File: config.mk
export PLATFORM = sky130hd
export DESIGN_NAME = vx_weighted_fair_arbiter_flat
export DESIGN_NICKNAME = d
export VERILOG_FILES = /design/src/rtl/vx_weighted_fair_arbiter_pkg.sv /design/src/rtl/vx_weighted_fair_arbiter_if.sv /design/src/rtl/vx_weighted_fair_arbiter_credit_slot.sv /design/src/rtl/vx_weighted_fair_arbiter.sv /design/src/flat_wrapper.sv
export SDC_FILE = /design/constraint.sdc
export NUM_CORES = 1
export LEC_CHECK = 0
export ABC_AREA = 0
export BUFFER_PORTS_ARGS = -buffer_cell sky130_fd_sc_hd__buf_2
export CORE_MARGIN = 2
export CORE_UTILIZATION = 40
export DETAILED_ROUTE_END_ITERATION = 10
export REMOVE_ABC_BUFFERS = 1
export SLEW_MARGIN = 20
export SYNTH_ARGS = -nofsm -noshare
export SYNTH_HDL_FRONTEND = slang
export SYNTH_SLANG_ARGS = --single-unit
File: constraint.sdc
create_clock -name clk -period 2.8 [get_ports clk]
set_clock_uncertainty 0.2 [all_clocks]
set_input_delay 0.28 -clock clk [delete_from_list [all_inputs] [get_ports clk]]
set_output_delay 0.28 -clock clk [all_outputs]
set_load 0.01 [all_outputs]
File: src/rtl/vx_weighted_fair_arbiter_pkg.sv
// Shared definitions for the weighted fair arbiter.
//  - VX_WFA_SLOT_T(W): per-requester round state {elig, credit[W]}. It is a
//    macro because a package typedef cannot take the module's WEIGHT_W.
//  - wfa_log_reqs(): grant_index width, kept >=1 so NUM_REQS==1 still has a port.
//  - wfa_weight_lsb(): lsb of weight field idx inside the flat weights bus.
// Optional feature macro: VX_WFA_PERF_EN (perf_rounds counter on the top).
`ifndef VX_WFA_SLOT_T
`define VX_WFA_SLOT_T(W) struct packed { logic elig; logic [(W)-1:0] credit; }
`endif

package vx_weighted_fair_arbiter_pkg;

  localparam int WFA_NUM_REQS_DEF = 4;
  localparam int WFA_WEIGHT_W_DEF = 2;

  function automatic int wfa_log_reqs(input int n);
    return (n > 1) ? $clog2(n) : 1;
  endfunction

  function automatic int wfa_weight_lsb(input int idx, input int w);
    return idx * w;
  endfunction

endpackage

File: src/rtl/vx_weighted_fair_arbiter_if.sv
// Request/grant bundle of the weighted fair arbiter.
//  master : requester side, drives enable/requests/weights, sees the grant.
//  slave  : arbiter side, consumes requests, drives grant_* and round_start.
interface vx_weighted_fair_arbiter_if
  import vx_weighted_fair_arbiter_pkg::*;
#(
  parameter int NUM_REQS     = WFA_NUM_REQS_DEF,
  parameter int WEIGHT_W     = WFA_WEIGHT_W_DEF,
  parameter int LOG_NUM_REQS = wfa_log_reqs(NUM_REQS)
) ();

  logic                         enable;
  logic [NUM_REQS-1:0]          requests;
  logic [NUM_REQS*WEIGHT_W-1:0] weights;
  logic [LOG_NUM_REQS-1:0]      grant_index;
  logic [NUM_REQS-1:0]          grant_onehot;
  logic                         grant_valid;
  logic                         round_start;

  modport master (
    output enable, requests, weights,
    input  grant_index, grant_onehot, grant_valid, round_start
  );

  modport slave (
    input  enable, requests, weights,
    output grant_index, grant_onehot, grant_valid, round_start
  );

endinterface

File: src/rtl/vx_weighted_fair_arbiter_credit_slot.sv
// One requester's round state.
//  clk, reset_n : clock, synchronous active-low reset (elig=1, credit=0)
//  restart      : this grant opens a new round (reload weight, re-arm elig)
//  win          : this slot is the current winner
//  advance      : grant accepted, state may move
//  weight       : per-requester weight, sampled only on restart
//  elig, credit : registered state
module vx_weighted_fair_arbiter_credit_slot
  import vx_weighted_fair_arbiter_pkg::*;
#(
  parameter int WEIGHT_W = WFA_WEIGHT_W_DEF
) (
  input  logic                clk,
  input  logic                reset_n,
  input  logic                restart,
  input  logic                win,
  input  logic                advance,
  input  logic [WEIGHT_W-1:0] weight,
  output logic                elig,
  output logic [WEIGHT_W-1:0] credit
);

  typedef `VX_WFA_SLOT_T(WEIGHT_W) wfa_slot_t;

  wfa_slot_t           st_q, st_d;
  logic [WEIGHT_W-1:0] cur_credit;
  logic                cur_elig;

  always_comb begin
    cur_credit = restart ? weight : st_q.credit;
    cur_elig   = restart | st_q.elig;
    st_d       = st_q;
    if (advance) begin
      st_d.elig   = cur_elig;
      st_d.credit = cur_credit;
      // credit counts remaining extra grants; at zero the slot retires
      // for the rest of the round instead of underflowing
      if (win) begin
        if (cur_credit == '0) st_d.elig   = 1'b0;
        else                  st_d.credit = cur_credit - WEIGHT_W'(1);
      end
    end
  end

  always_ff @(posedge clk) begin
    if (!reset_n) begin
      st_q.elig   <= 1'b1;
      st_q.credit <= '0;
    end else begin
      st_q <= st_d;
    end
  end

  assign elig   = st_q.elig;
  assign credit = st_q.credit;

endmodule

File: src/rtl/vx_weighted_fair_arbiter.sv
// Round-based weighted fair arbiter with zero-latency grant.
// Each requester gets up to weight+1 grants per round; inside a round the
// lowest eligible live index wins. When no live requester is eligible the
// next grant restarts the round (no bubble).
//  clk         : clock
//  reset_n     : synchronous active-low reset; grant outputs forced 0 while low
//  arb_if      : slave side of the request/grant bundle
//  perf_rounds : rounds started, wraps (only with VX_WFA_PERF_EN defined)
module vx_weighted_fair_arbiter
  import vx_weighted_fair_arbiter_pkg::*;
#(
  parameter int NUM_REQS     = WFA_NUM_REQS_DEF,
  parameter int WEIGHT_W     = WFA_WEIGHT_W_DEF,
  parameter int LOCK_ENABLE  = 0,
  parameter int LOG_NUM_REQS = wfa_log_reqs(NUM_REQS),
  parameter int PERF_CTR_W   = 32
) (
  input  logic                   clk,
  input  logic                   reset_n,
  vx_weighted_fair_arbiter_if.slave arb_if
`ifdef VX_WFA_PERF_EN
  ,
  output logic [PERF_CTR_W-1:0]  perf_rounds
`endif
);

  logic [NUM_REQS-1:0]               elig;
  logic [NUM_REQS-1:0][WEIGHT_W-1:0] credit;
  logic [NUM_REQS-1:0]               live, qual, win_oh;
  logic [LOG_NUM_REQS-1:0]           win_idx;
  logic                              in_round, restart, grant_valid, advance;

  assign live    = arb_if.requests & elig;
  assign restart = !in_round || (live == '0);
  assign qual    = restart ? arb_if.requests : live;

  // fixed priority: lowest set index of qual
  always_comb begin
    win_idx = '0;
    win_oh  = '0;
    for (int i = NUM_REQS - 1; i >= 0; i--) begin
      if (qual[i]) begin
        win_idx = LOG_NUM_REQS'(i);
        win_oh  = NUM_REQS'(1) << i;
      end
    end
  end

  // qual is non-empty whenever requests is, so |requests is the valid
  assign grant_valid = reset_n && (|arb_if.requests);
  assign advance     = grant_valid && ((LOCK_ENABLE == 0) || arb_if.enable);

  assign arb_if.grant_valid  = grant_valid;
  assign arb_if.grant_index  = grant_valid ? win_idx : '0;
  assign arb_if.grant_onehot = grant_valid ? win_oh : '0;
  assign arb_if.round_start  = grant_valid && restart;

  for (genvar i = 0; i < NUM_REQS; i++) begin : g_slot
    localparam int LSB = wfa_weight_lsb(i, WEIGHT_W);
    vx_weighted_fair_arbiter_credit_slot #(
      .WEIGHT_W (WEIGHT_W)
    ) u_slot (
      .clk     (clk),
      .reset_n (reset_n),
      .restart (restart),
      .win     (win_oh[i]),
      .advance (advance),
      .weight  (arb_if.weights[LSB +: WEIGHT_W]),
      .elig    (elig[i]),
      .credit  (credit[i])
    );
  end

  // credit only matters inside the slots; exposed for debug visibility
  logic unused_credit;
  assign unused_credit = ^credit;

  always_ff @(posedge clk) begin
    if (!reset_n)     in_round <= 1'b0;
    else if (advance) in_round <= 1'b1;
  end

`ifdef VX_WFA_PERF_EN
  always_ff @(posedge clk) begin
    if (!reset_n)                perf_rounds <= '0;
    else if (advance && restart) perf_rounds <= perf_rounds + PERF_CTR_W'(1);
  end
`endif

endmodule
File: src/flat_wrapper.sv
// flat-port wrapper written by rule: the top's interface ports become plain ports
module vx_weighted_fair_arbiter_flat import vx_weighted_fair_arbiter_pkg::*;
#(
  parameter int NUM_REQS     = WFA_NUM_REQS_DEF,
  parameter int WEIGHT_W     = WFA_WEIGHT_W_DEF,
  parameter int LOCK_ENABLE  = 0,
  parameter int LOG_NUM_REQS = wfa_log_reqs(NUM_REQS),
  parameter int PERF_CTR_W   = 32
)
  (clk, reset_n, arb_if_enable, arb_if_requests, arb_if_weights, arb_if_grant_index, arb_if_grant_onehot, arb_if_grant_valid, arb_if_round_start);
  vx_weighted_fair_arbiter_if #(.NUM_REQS(NUM_REQS), .WEIGHT_W(WEIGHT_W), .LOG_NUM_REQS(LOG_NUM_REQS)) arb_if_i ();
  input  logic clk;
  input  logic reset_n;
  input wire logic [$bits(arb_if_i.enable)-1:0] arb_if_enable;
  input wire logic [$bits(arb_if_i.requests)-1:0] arb_if_requests;
  input wire logic [$bits(arb_if_i.weights)-1:0] arb_if_weights;
  output wire logic [$bits(arb_if_i.grant_index)-1:0] arb_if_grant_index;
  output wire logic [$bits(arb_if_i.grant_onehot)-1:0] arb_if_grant_onehot;
  output wire logic [$bits(arb_if_i.grant_valid)-1:0] arb_if_grant_valid;
  output wire logic [$bits(arb_if_i.round_start)-1:0] arb_if_round_start;
  assign arb_if_i.enable = arb_if_enable;
  assign arb_if_i.requests = arb_if_requests;
  assign arb_if_i.weights = arb_if_weights;
  assign arb_if_grant_index = arb_if_i.grant_index;
  assign arb_if_grant_onehot = arb_if_i.grant_onehot;
  assign arb_if_grant_valid = arb_if_i.grant_valid;
  assign arb_if_round_start = arb_if_i.round_start;
  vx_weighted_fair_arbiter #(.NUM_REQS(NUM_REQS), .WEIGHT_W(WEIGHT_W), .LOCK_ENABLE(LOCK_ENABLE), .LOG_NUM_REQS(LOG_NUM_REQS), .PERF_CTR_W(PERF_CTR_W)) u_core (.clk(clk), .reset_n(reset_n), .arb_if(arb_if_i));
endmodule
After elaboration in Yosys (flattened, before gate mapping)
Index checks and enable logic that the tools add are counted.
- output and inout port bits: 8
- flip-flop bits (word level): 13
- word-level logic and storage cells: 55
- muxes and demuxes: 27
- bitwise gates (word level): 5
- reduce and logical (&&, ||, !) cells: 10
- $add $sub $neg: 4
- operators by type and width (kind ; number):
    $mux W2 ; 13
    $mux W4 ; 6
    $mux W3 ; 4
    $logic_not A2 Y1 ; 4
    $sub A2 B1 Y2 const B ; 4
    $and A4 B4 Y4 ; 1
    $logic_not A4 Y1 ; 1
    $mux W1 ; 4
    $or A1 B1 Y1 ; 4
    $reduce_or A4 Y1 ; 1
    $logic_and A1 B1 Y1 ; 2
    $logic_not A1 Y1 ; 1
    $logic_or A1 B1 Y1 ; 1

Depth between registers and ports, before layout
Gate-level depths: netlist of the first run.
- word-level depth: 9
- mapped depth: 7
- gate-level depth less buffers: 5

By module
From an unflattened synthesis of the first run, not the netlist that was laid out.
- cell total of the unflattened synthesis: 104
- area, all modules: 898.4 sq um
- modules (own cells, without submodules) (module ; cells an instance ; sequential area each (sq um) ; instances ; area each (sq um)):
    vx_weighted_fair_arbiter_credit_slot ; 17 ; 60.1 ; 4 ; 163.9
    vx_weighted_fair_arbiter ; 36 ; 20.0 ; 1 ; 242.7

Worst setup path after synthesis of the first run
Ideal clock, no wire load.
- path kind: in2reg
- start: in arb_if_requests[0]
- end: reg, netlist name u_core.g_slot[1].u_slot.credit[0]
- required time: 2.530 ns
- cell stages on the path: 6
- arrival: 1.688 ns
- setup slack: 0.843 ns
- cells stage by stage: buf_6 -> a22o_1 -> o21ai_4 -> mux2_2 -> or4_1 -> a21oi_1
- word-level cells in the longest chain between the ends: 8
- elaborated cells on any way between the ends: 14
- RTL lines (element ; line ; source):
    start: declaration ; flat_wrapper.sv:15 ; input wire logic [$bits(arb_if_i.requests)-1:0] arb_if_requests;
    branches (longest 8 deep; another with $sub A2 B1 Y2) ; -- ;
Parallel ways; which one is timed is not known.
A chain may end at the register's enable or synchronous reset.

Worst setup path after layout of the first run
- start: reg, netlist name u_core.g_slot[0].u_slot.elig
- end: out arb_if_grant_onehot[2]
- word-level cells in the longest chain between the ends: 8
- RTL lines (element ; line ; source):
    $and A4 B4 Y4 * ; vx_weighted_fair_arbiter.sv:33 ; assign live = arb_if.requests & elig;
    $logic_not A4 Y1 ; vx_weighted_fair_arbiter.sv:34 ; assign restart = !in_round || (live == '0);
    $logic_or A1 B1 Y1 ; vx_weighted_fair_arbiter.sv:34 ;
    $mux W4 * ; vx_weighted_fair_arbiter.sv:35 ; assign qual = restart ? arb_if.requests : live;
    $mux W4 (2 in a row) ; vx_weighted_fair_arbiter.sv:42 ; if (qual[i]) begin
    $mux W4 * ; vx_weighted_fair_arbiter.sv:42 ;
    $mux W4 * ; vx_weighted_fair_arbiter.sv:55 ; assign arb_if.grant_onehot = grant_valid ? win_oh : '0;
    end: declaration ; flat_wrapper.sv:18 ; output wire logic [$bits(arb_if_i.grant_onehot)-1:0] arb_if_grant_onehot;
Every way passes the cells marked *; elsewhere a longest branch is shown, timed or not.

==> results of run 1 <==
==> worst reg2reg max path, cell delays in order (launching register included) <==
cell and delay (ns):
dfxtp_1 0.37, a22o_2 0.27, o21ai_4 0.30, buf_4 0.23, mux2_2 0.37, or3_1 0.32, a21oi_2 0.11
==> synth_stat cells (2+ instances only) <==
cell	number	area share, %
mux2_2	5	6.5
nor2b_1	2	1.4
o21ai_1	2	1.2
a32oi_1	2	2.0
inv_1	3	1.3
buf_6	2	2.6
or4_1	2	1.7
dfxtp_1	13	30
nand2_1	3	1.3
nand2b_1	4	2.9
nor2_1	9	3.9
a222oi_1	4	4.6
a21oi_1	6	3.5
nand3_1	4	2.3
mux2i_1	5	5.8
a2bb2oi_1	2	2.0
o21ai_0	6	3.5
==> sequential cells by signal, summed over array words and instances (netlist names) <==
signal and count:
u_core.g_slot.u_slot.credit 8, u_core.g_slot.u_slot.elig 4, u_core.in_round 1
==> final cells by class <==
class	count	area share, %
Inverter	3	1.12
Tap cell	27	3.36
Clock buffer	4	2.61
Sequential cell	13	25.9
Multi-Input combinational cell	79	55.8
Timing Repair Buffer	22	11.2
==> stage by stage <==
step                      setup WS (ns)  area, µm²  util, %
after floorplan                   0.718        833        -
after global placement            0.532        980     48.9
after detailed placement          0.501        980     48.9
after CTS                         0.486       1010     50.2
after global routing              0.333       1010     50.2
final                             0.462       1010     50.2
==> per-layer routing <==
metal / GRT usage, % / vias up
li1: - / 435
met1: 21.5 / 410
met2: 30.5 / 31
met3: 2.68 / 2
met4: 8.11 / 0
met5: 0 / -
==> worst paths after layout <==
| check | startpoint | cells past startpoint | to | slack (ns) |
|---|---|---|---|---|
| max | u_core.g_slot[0].u_slot.elig | 5 | arb_if_grant_onehot[2] | 0.46 |
| min | reset_n | 2 | u_core.g_slot[0].u_slot.elig | 0.09 |
| max reg2reg | u_core.g_slot[1].u_slot.elig | 6 | u_core.g_slot[2].u_slot.credit[0] | 0.55 |
| min reg2reg | u_core.g_slot[0].u_slot.credit[1] | 2 | u_core.g_slot[0].u_slot.credit[1] | 0.25 |
==> power by group through the flow <==
stage          registers (mW)  clock network (mW)  logic, mW
2_1_floorplan           0.210                   0     0.0751
3_3_place_gp            0.213                   0      0.109
3_5_place_dp            0.214                   0      0.111
4_1_cts                 0.209               0.125      0.112
5_1_grt                 0.211               0.135      0.122
6_report                0.209               0.120      0.112
==> cells by family (layout without fill, tap and decap cells) <==
| kind of cell | Yosys count | after routing | synth area share [%] |
|---|---|---|---|
| AND/OR/NAND/NOR | 35 | 35 | 22.9 |
| multiplexers | 10 | 10 | 12.3 |
| flip-flops | 13 | 13 | 30.1 |
| buffers and inverters | 7 | 29 | 4.92 |
| AO/OA/AOI/OAI | 34 | 34 | 29.8 |
==> reports/results.txt, run 1 <==
drt initial violations: 30
Int Power: 304 µW
min cycle time layout: 2.34 ns
most frequent cells in the layout: buf_2 (21), dfxtp_1 (13), nor2_1 (9)
vias per cell: 5.93
FP Rows: 16
# diodes: 0
nets: 137
VDD IR max: 0.232 mV
Total Routing Usage GR: 17.7%
final hold vios: 0
most common flop cell mapped by yosys: dfxtp_1
hold_ws: 0.0852 ns
outcome: completed
routability congestion estimate: 0.755
Yosys Warn Count: 0
uppermost layer routed: met4
PwrDens: 438 nW/µm²
first-pass GRT wire length: 3390 µm
Post-synth EDFFs: 0
Comb pwr share: 25.3%
largest net degree at the start of global routing: 11
PostCTS Resize Cnt: 0
Slew @ Worst Pin: 0.846 ns
Clock Pin Slew Worst Setup and Hold Paths: 0.09 ns
area of the multi-input gates: 562 µm²
Clock Tree Buf Depth: 2
clock network power share: 27.2%
clk root buf: clkbuf_4
vias in the first global route: 769
crit-path cells: a222oi_1 > o21ai_1 > nand3b_1 > nor2_1 > buf_2
Die ar.: 2550 µm²
Die W: 50.5 µm
Area Growth Syn to Fin: 16.4%
total power draw: 441 µW
Static Leak: 0.408 nW
post-synthesis sequential area ratio: 30.1%
htree depth: 1
Cell Area, Synth: 865 µm²
HPWL Detailed: 1600 µm
CP max FO: 8
Post-DRT Antenna Nets: 0
Max-Cap Viols: 0
Crit path buffers/inverters: 1
Core ar.: 2000 µm²
Congestion Overflow GR: 0
Switch Pwr: 137 µW
most common cell after layout, fill and taps aside: buf_2
setup tns final: 0 ns
dpl cells: 144
CP max stage delay: 0.44 ns
crit path kind: reg -> out
fill count: 217
Top Ports: 23
WL/cell: 14.9 µm
CP Capture Type: output port
synthesized area per cell: 8.73 µm²
Initial DRT Pass Iterations: 5
layout cells sized above 1: 30.6%
initial antenna violation count: 0
final wirelength: 2210 µm
Reg power frac: 47.5%
FF+latch area: 260 µm²
Max Clk Rate: 428 MHz
met1 wire length: 995 µm
post-route insts no fill: 148
sw frac: 31.1%
Hold WC Path Type: in -> reg
met2 WL: 1070 µm
TritonCTS clock tree: built
Skew-Pair Late Insertion Delay: 0.28 ns
post-CTS setup repair buffer count: 0
critical path's top delay family: compound AO/OA/AOI/OAI gates
met3 wire length: 130 µm
Slew headroom: 43.0%
cts bufs inserted: 3
Syn Inst Count: 99
hold_buf cts: 0
worst path arrival time: 1.86 ns
Crit-path slowest cell: dfxtp_1
Req. time, crit path: 2.32 ns
final setup violation count: 0
Startpoint Class: flop
Starting Density: 43.2%
asr flop ratio synth: 0%
IO buf count: 21
Yosys cell types: 42
Vias: 878
RSZ-0062 raised after global routing: no
max-slew violation count: 0
register bit count reported by yosys: 13
Die Height: 50.5 µm
clock sink count: 13
drt drc: 0
final period utilization: 83.5%
Power figures use the tool's default switching activity.
==> run 2: changes to the inputs <==
--- a/config.mk
+++ b/config.mk
@@ -10,6 +10,7 @@
 export CORE_MARGIN = 2
 export CORE_UTILIZATION = 40
 export DETAILED_ROUTE_END_ITERATION = 10
+export PLACE_DENSITY = 0.66
 export REMOVE_ABC_BUFFERS = 1
 export SLEW_MARGIN = 20
 export SYNTH_ARGS = -nofsm -noshare
==> constraint.sdc (replaced) <==
create_clock -name clk -period 2.15 [get_ports clk]
set_clock_uncertainty 0.2 [all_clocks]
set_input_delay 0.215 -clock clk [delete_from_list [all_inputs] [get_ports clk]]
set_output_delay 0.215 -clock clk [all_outputs]
set_load 0.01 [all_outputs]
==> run 2 against run 1 <==
  * Largest cell class unchanged
  * Worst hold slack got worse by 0.065 ns
  * Critical path depth rose by 1
  * First-iteration DRC count rose by 17%
  * Sequential cell count did not move
  * Highest routed layer unchanged
  * Critical endpoint is now arb_if_grant_onehot[3]
  * Sequential share of layout area fell by 2.1 points
  * Power rose by 37%
  * Cell count rose by 6.1%
==> reports/results.txt, run 2 (synthesis results as in run 1) <==
GR peak layer: met2
final period utilization: 98.2%
Setup WS pre-CTS: 0.0546 ns (-0.446 ns)
nets: 146 (+6.6%)
WL/cell: 15.3 µm (+2.7%)
Clock Pin Slew Worst Setup and Hold Paths: 0.09 ns (about the same)
vias per cell: 5.90 (-0.47%)
largest net degree at the start of global routing: 11 (unchanged)
Core ar.: 2000 µm² (unchanged)
Static Leak: 0.466 nW (+14%)
cts bufs inserted: 3 (unchanged)
Switch Pwr: 191 µW (+39%)
fin util: 55.8% (+5.5 points)
Design Area, Final: 1120 µm² (+11%)
clock network power share: 26.4% (-0.8 points)
Die Height: 50.5 µm (unchanged)
most frequent cells in the layout: buf_2 (21), nor2_1 (9), dfxtp_1 (9)
CP Capture Type: output port
most common cell after layout, fill and taps aside: buf_2
RSZ-0062 raised after global routing: yes
total power draw: 604 µW (+37%)
critical path's top delay family: simple AND/OR/NAND/NOR gates
Critical Path Sink: arb_if_grant_onehot[3]
RR Startpoint: u_core.g_slot[0].u_slot.elig
crit-path cells: buf_4 > or2b_1 > o21ai_2 > nand4b_1 > nor2_1 > buf_2
drt drc: 0 (unchanged)
Crit path depth: 6 (+1)
met3 Usage GRT: 5.65% (+3.0 points)
FP Rows: 16 (unchanged)
first-pass GRT wire length: 3750 µm (+11%)
Congestion Overflow GR: 0 (unchanged)
Startpoint Class: flop
final hold vios: 0 (unchanged)
Reg power frac: 45.1% (-2.4 points)
outcome: completed
htree depth: 1 (unchanged)
HPWL Detailed: 1660 µm (+3.5%)
CP max stage delay: 0.38 ns (-0.06 ns)
min-delay src: reset_n
GRT met2 Usage: 33.6% (+3.1 points)
Req. time, crit path: 1.74 ns (-0.58 ns)
worst path arrival time: 1.70 ns (-0.16 ns)
register with the most flip-flops: u_core.g_slot.u_slot.credit
Crit-path slowest cell: dfxtp_1
IO buf count: 21 (unchanged)
PwrDens: 541 nW/µm² (+24%)
max-slew violation count: 0 (unchanged)
CP Launch Point: u_core.in_round
Max Clk Rate: 474 MHz
Int Power: 413 µW (+36%)
Initial DRT Pass Iterations: 4 (-1)
Slew @ Worst Pin: 0.352 ns (-0.494 ns)
min cycle time layout: 2.11 ns
max FFs per register: 8 (unchanged)
VDD IR max: 0.329 mV (+42%)
Comb pwr share: 28.5% (+3.2 points)
Skew-Pair Late Insertion Delay: 0.29 ns (about the same)
GR Util met1: 23.2% (+1.7 points)
reg2reg end: u_core.g_slot[2].u_slot.credit[0]
clk root buf: clkbuf_4
routability congestion estimate: 0.783 (+3.8%)
R2R Setup Slk: 0.08 ns (-0.47 ns)
Die ar.: 2550 µm² (unchanged)
vias in the first global route: 829 (+7.8%)
initial antenna violation count: 0 (unchanged)
Setup WS post-layout: 0.0387 ns (-0.423 ns)
TritonCTS clock tree: built
hold_buf cts: 0 (unchanged)
# diodes: 0 (unchanged)
final setup violation count: 0 (unchanged)
Total Routing Usage GR: 19.5% (+1.8 points)
Die W: 50.5 µm (unchanged)
dpl cell area: 1020 µm² (+4.6%)
CP max FO: 4 (-4)
Vias: 927 (+5.6%)
drt initial violations: 35 (+17%)
Max-Cap Viols: 0 (unchanged)
crit path kind: reg -> out
Post-DRT Antenna Nets: 0 (unchanged)
Starting Density: 43.2% (unchanged)
Top Ports: 23 (unchanged)
layout cells sized above 1: 41.5% (+11 points)
FF-to-FF path depth: 6 (unchanged)
sw frac: 31.6% (+0.50 points)
Clock Tree Buf Depth: 2 (unchanged)
Crit path buffers/inverters: 2 (+1)
Hold WC Path Type: in -> reg
Area Growth Syn to Fin: 29.1%
top flop regs: u_core.g_slot.u_slot.credit x8, u_core.g_slot.u_slot.elig x4, u_core.in_round x1
final wirelength: 2410 µm (+8.9%)
Slew headroom: 76.5% (+33 points)
clock sink count: 13 (unchanged)
run 2: cell types whose count changed in the layout (fill, tap and decap cells not counted), sizes merged:
| cell | before | now |
|---|---|---|
| buf | 22 | 31 |
run 2: worst min path at each step:
stage / endpoint / cells after the start
after floorplan: u_core.g_slot[0].u_slot.elig / 1
after global placement: u_core.g_slot[0].u_slot.credit[1] / 2
after detailed placement: u_core.g_slot[0].u_slot.credit[1] / 2
after CTS: u_core.g_slot[0].u_slot.elig / 2
after global routing: u_core.g_slot[0].u_slot.elig / 2
final: u_core.g_slot[0].u_slot.elig / 2
run 2: final cells by class:
class	count	area (µm²)
clock buffers	4	26.3
fillers	205	886
inverters	3	11.3
multi-input cells	79	592
flip-flops and latches	13	265
well taps	27	33.8
repair buffers	31	188
run 2: repair_timing:
| item | CTS | global route |
|---|---|---|
| setup buffers | 0 | 3 |
| pin swaps | 0 | 2 |
| gates resized for setup | 1 | 13 |
| setup endpoints to repair | 3 | 6 |
run 2: metal layers:
layer  vias to the layer above  wire length [µm]
met5                         -                 0
met4                         0                24
met3                         4               146
met2                        39              1200
met1                       433              1030
li1                        451                 -
run 2: power groups by stage:
| stage | sequential, mW | clock [mW] | combinational, mW |
|---|---|---|---|
| finish | 0.273 | 0.159 | 0.172 |
| global placement | 0.275 | 0 | 0.151 |
| global route | 0.274 | 0.171 | 0.188 |
| floorplan | 0.274 | 0 | 0.0978 |
| detailed placement | 0.276 | 0 | 0.155 |
| CTS | 0.271 | 0.163 | 0.157 |
run 2: per-stage QoR:
stage	instances	hold WS, ns	setup TNS [ns]
6_report	157	0.0203	0
5_1_grt	157	0.0310	-0.0191
4_1_cts	154	0.0159	0
3_5_place_dp	150	0.261	0
3_3_place_gp	150	0.243	0
2_1_floorplan	95	0.0912	0
